==> config.mk <==
export PLATFORM = sky130hd
export DESIGN_NAME = sd_110_pattern_gen
export DESIGN_NICKNAME = d
export VERILOG_FILES = /design/src/rtl/sd_110_pattern_gen.sv
export SDC_FILE = /design/constraint.sdc
export NUM_CORES = 1
export LEC_CHECK = 0
export BUFFER_PORTS_ARGS = -buffer_cell sky130_fd_sc_hd__buf_2
export CAP_MARGIN = 0
export CORE_UTILIZATION = 50
export DETAILED_ROUTE_END_ITERATION = 12
export PLACE_DENSITY = 0.76
export SLEW_MARGIN = 20
export SYNTH_ARGS = -nofsm -noshare
export SYNTH_HDL_FRONTEND = slang
export SYNTH_SLANG_ARGS = --single-unit
==> constraint.sdc <==
create_clock -name clk -period 2.4 [get_ports clk]
set_input_delay 0.48 -clock clk [delete_from_list [all_inputs] [get_ports clk]]
set_output_delay 0.48 -clock clk [all_outputs]
set_load 0.01 [all_outputs]
==> src/rtl/sd_110_pattern_gen.sv <==
// Serial "110" triplet burst generator feeding the 110 toggle detector.
// Tracks a cycle-aligned copy of the detector output in level.
module sd_110_pattern_gen #(
    parameter int unsigned CNT_W = 8,
    parameter int unsigned GAP_W = 4
) (
    input  logic             clk,
    input  logic             rst,
    input  logic             start,
    input  logic [CNT_W-1:0] toggles,
    input  logic [GAP_W-1:0] gap,
    input  logic             abort,
    output logic             out,
    output logic             busy,
    output logic             done,
    output logic             level,
    output logic [CNT_W-1:0] sent
);

    typedef enum logic [2:0] {
        IDLE = 3'd0,
        B1   = 3'd1,
        B2   = 3'd2,
        B0   = 3'd3,
        GAP  = 3'd4,
        DONE = 3'd5
    } state_t;

    state_t             state;
    state_t             state_next;
    logic [CNT_W-1:0]   rem;
    logic [CNT_W-1:0]   rem_dec;
    logic [GAP_W-1:0]   gcfg;
    logic [GAP_W-1:0]   gcnt;
    logic               abort_pend;
    logic               abort_eff;
    logic               in_triplet;

    assign rem_dec = rem - CNT_W'(1);

    // Next-state decode; an abort seen on the B0 edge itself also ends the burst.
    always_comb begin
        state_next = state;
        in_triplet = (state == B1) || (state == B2) || (state == B0);
        abort_eff  = abort_pend || (abort && in_triplet);
        case (state)
            IDLE: begin
                if (start) begin
                    state_next = (toggles != '0) ? B1 : DONE;
                end
            end
            B1:   state_next = B2;
            B2:   state_next = B0;
            B0: begin
                if ((rem_dec == '0) || abort_eff) begin
                    state_next = DONE;
                end else if (gcfg != '0) begin
                    state_next = GAP;
                end else begin
                    state_next = B1;
                end
            end
            GAP: begin
                if (abort) begin
                    state_next = DONE;
                end else if (gcnt == '0) begin
                    state_next = B1;
                end
            end
            DONE:    state_next = IDLE;
            default: state_next = IDLE;
        endcase
    end

    // State, datapath and registered Moore outputs (decoded from next state).
    always_ff @(posedge clk) begin
        if (rst) begin
            state      <= IDLE;
            rem        <= '0;
            gcfg       <= '0;
            gcnt       <= '0;
            abort_pend <= 1'b0;
            level      <= 1'b0;
            sent       <= '0;
            out        <= 1'b0;
            busy       <= 1'b0;
            done       <= 1'b0;
        end else begin
            state <= state_next;
            out   <= (state_next == B1) || (state_next == B2);
            busy  <= (state_next == B1) || (state_next == B2) ||
                     (state_next == B0) || (state_next == GAP);
            done  <= (state_next == DONE);

            if (in_triplet && abort) begin
                abort_pend <= 1'b1;
            end

            case (state)
                IDLE: begin
                    if (start) begin
                        rem        <= toggles;
                        gcfg       <= gap;
                        sent       <= '0;
                        abort_pend <= 1'b0;
                    end
                end
                B0: begin
                    rem   <= rem_dec;
                    sent  <= sent + CNT_W'(1);
                    level <= ~level;
                    if (state_next == GAP) begin
                        gcnt <= gcfg - GAP_W'(1);
                    end
                end
                GAP: begin
                    if (gcnt != '0) begin
                        gcnt <= gcnt - GAP_W'(1);
                    end
                end
                default: ;
            endcase
        end
    end

endmodule

==> run metrics <==
Mapped Area=1745 um^2; worst hold path depth=3; top_reg_cell synth=dfxtp_1; vias=about 1700; worst reg2reg setup slack=0.01 ns; crit path time final=around 2.4 ns; DR iter-0 viols=94; clock skew=0.01463 ns; Synthesized Nets=roughly 230; crit-path cells=inv_2, ha_4, or3b_4, o31a_1, or4_4, and3_4, o22ai_4, mux2i_1; Avg WL per Cell=13.45 um; pwr/cell area=slightly above 700 nW/um^2; ranking of synthesized cells by area=dfxtp_1, nor2_1, mux2i_1; drt drc=0; Post-synth ARST share=0%; # IOs=28; Antenna Violating Nets Remaining=0; vias per cell=5.753; htree depth=2; total CTS buffers=5; Final Power=1519 uW; Slew HR=61.87%; Tcrit/Tclk final=99.55%; sequential share of the synthesized area=between 30% and 40%; Sink Count=32; Syn Area/Cell=8.351 um^2; Max Slew Vio Count=0; Post-synth EDFFs=0; FF+latch count, synth=32; row cnt=21; first-pass GRT wire length=6651 um; Synth cell types=50; initial antenna violation count=0; DP Area=2018 um^2; worst reg2reg path depth=8; clock buffer depth=2; Finished Cell Area=2143 um^2; crit-path max FO=6; TritonCTS clock tree=yes; leak pwr=0.0008876 uW; # Max-Cap Violations=0; Die Span Y=around 60 um; endpoints failing setup=0; total track usage=24.02%; Port Buf Inserts=27; Pre-antenna DRT Iters=4; top cell type by total area after synthesis=dfxtp_1; die area=between 3000 and 4000 um^2; Worst Hold Slack=approximately 0.38 ns; Synth top area share=36.70%; CP max stage cell=or4_4; antenna diode instance count=0; pin count of the biggest net entering global routing=31; Setup crit end kind=flop; Crit path largest cell delay=0.55 ns; core area=3337 um^2; yosys warns=0; total gr overflow=0; Final HPWL DP=about 2800 um; Mapped Cells=209; Worst-Margin Slew=0.5719 ns; WL final=~4000 um; final std cells w/o fill=296; root buffer selected by CTS=clkbuf_4; worst-skew pair later-pin latency=0.34 ns; # nets final=about 270; routability cong.=0.8475; Critical Path AT=roughly 2.7 ns; final hold viol count=0; die width=61.09 um; Clock transition at path regs=0.10 ns; P&R area growth vs syn=22.80%; Place WS=-0.08421 ns; PnR worst setup slack=0.01081 ns; WP data required=roughly 2.7 ns; RSZ-0062 raised after global routing=yes; starting density of the core=52.31%; Min-Delay Path Class=primary input to flop; crit start category=flop; Max IR drop VDD=0.5589 mV; kind of critical path=flop to flop; fmax=418.6 MHz; Post-Place Cells=286; layout cells sized above 1=28.40%; vias in the first global route=approximately 1500; status=completed; fill cell count=309
cell families after synthesis:
family	after synthesis	synth area share, %
xor+xnor	4	2.008
buf+inv	17	3.727
compound gates	56	23.73
flops	32	36.70
simple gates	86	25.16
fa+ha+maj	4	2.867
mux	10	5.807
cell usage after synthesis (2+ instances only):
cell type   n
dfxtp_1    32
nor2_1     30
nand2_1    17
a21oi_1    11
clkbuf_1   11
mux2i_1     9
a211oi_1    8
o21ai_0     7
nand3_1     6
nor3_1      6
nor4_1      5
a22oi_1     4
ha_1        4
inv_1       4
a311oi_1    3
a41oi_1     3
and2_1      3
and3_1      3
xnor2_1     3
a21o_1      2
a22o_1      2
a31oi_1     2
a32oi_1     2
nand2b_1    2
nor3b_2     2
nor4b_1     2
o311ai_0    2
or2_2       2
final cells by class:
class	count	area, um^2	area share [%]
multi-input cells	160	1074	50.09
flip-flops and latches	32	643.1	30.01
repair buffers	46	277.8	12.96
well taps	46	57.56	2.685
clock buffers	6	41.29	1.926
clock inverters	2	35.03	1.635
inverters	4	15.01	0.7005
critical path: cells and delay by family (launching register included):
| kind | cells | cell delay, ns |
|---|---|---|
| simple gates | 3 | 1.11 |
| fa+ha+maj | 1 | 0.13 |
| mux | 1 | 0.21 |
| buf+inv | 1 | 0.07 |
| flops | 1 | 0.33 |
| compound gates | 2 | 0.46 |
cell usage in the layout (no fill, tap or decap), types with 2 or more instances in the layout:
cell      instances
a211oi_1          8
a21o_1            2
a21oi_1          11
a22o_1            2
a22oi_1           4
a311oi_1          3
a31oi_1           2
a32oi_1           2
a41oi_1           3
and2_1            3
and3_1            3
buf_2            27
buf_4            19
clkbuf_4          5
dfxtp_1          30
dfxtp_2           2
ha_1              3
inv_1             2
inv_2             2
mux2i_1           9
nand2_1          16
nand2b_1          2
nand3_1           6
nor2_1           30
nor3_1            6
nor3b_2           2
nor4_1            5
nor4b_1           2
o21ai_0           6
or2_2             2
xnor2_1           3
state kept, by name (all words and copies together), names as in the netlist:
name        count
level           1
out             1
state           3
done            1
sent            8
gcnt            4
abort_pend      1
gcfg            4
rem             8
busy            1
through the flow:
step	setup TNS (ns)	utilization [%]
finish	0	64.23
global route	-0.2688	64.23
CTS	-0.01372	62.88
detailed placement	-0.3257	60.48
global placement	-0.05579	60.48
floorplan	0	-
path summary, 6_finish.rpt:
| check | from | endpoint |
|---|---|---|
| setup / recovery | rem[1] | busy |
| hold / removal | gap[2] | gcfg[2] |
| setup reg to reg | rem[1] | busy |
| hold reg to reg | sent[7] | sent[7] |
where the power goes:
group	internal (uW)	total, uW	switching, uW	leakage, uW
logic	235	478	243	0.000583
registers	583	637	54.8	0.000262
clock network	218	404	186	0.0000422
total	1040	1520	484	0.000888
layer usage:
metal  vias up  wire length (um)  part of all wire, %  track usage (%)
met5         -                 0                    0                0
met4         0                30                 0.75            6.169
met3         4               137                  3.4            6.303
met2        32              1948                   49            40.53
met1       811              1866                   47            30.48
li1        856                 -                    -                -
repair_timing:
item                       CTS  global route
resized for setup            1            10
setup endpoints to repair    7             8
hold buffers                 0             0
pin swaps                    0             2
buffers inserted             0             2
Note: power is estimated with default switching activity, not from simulation.
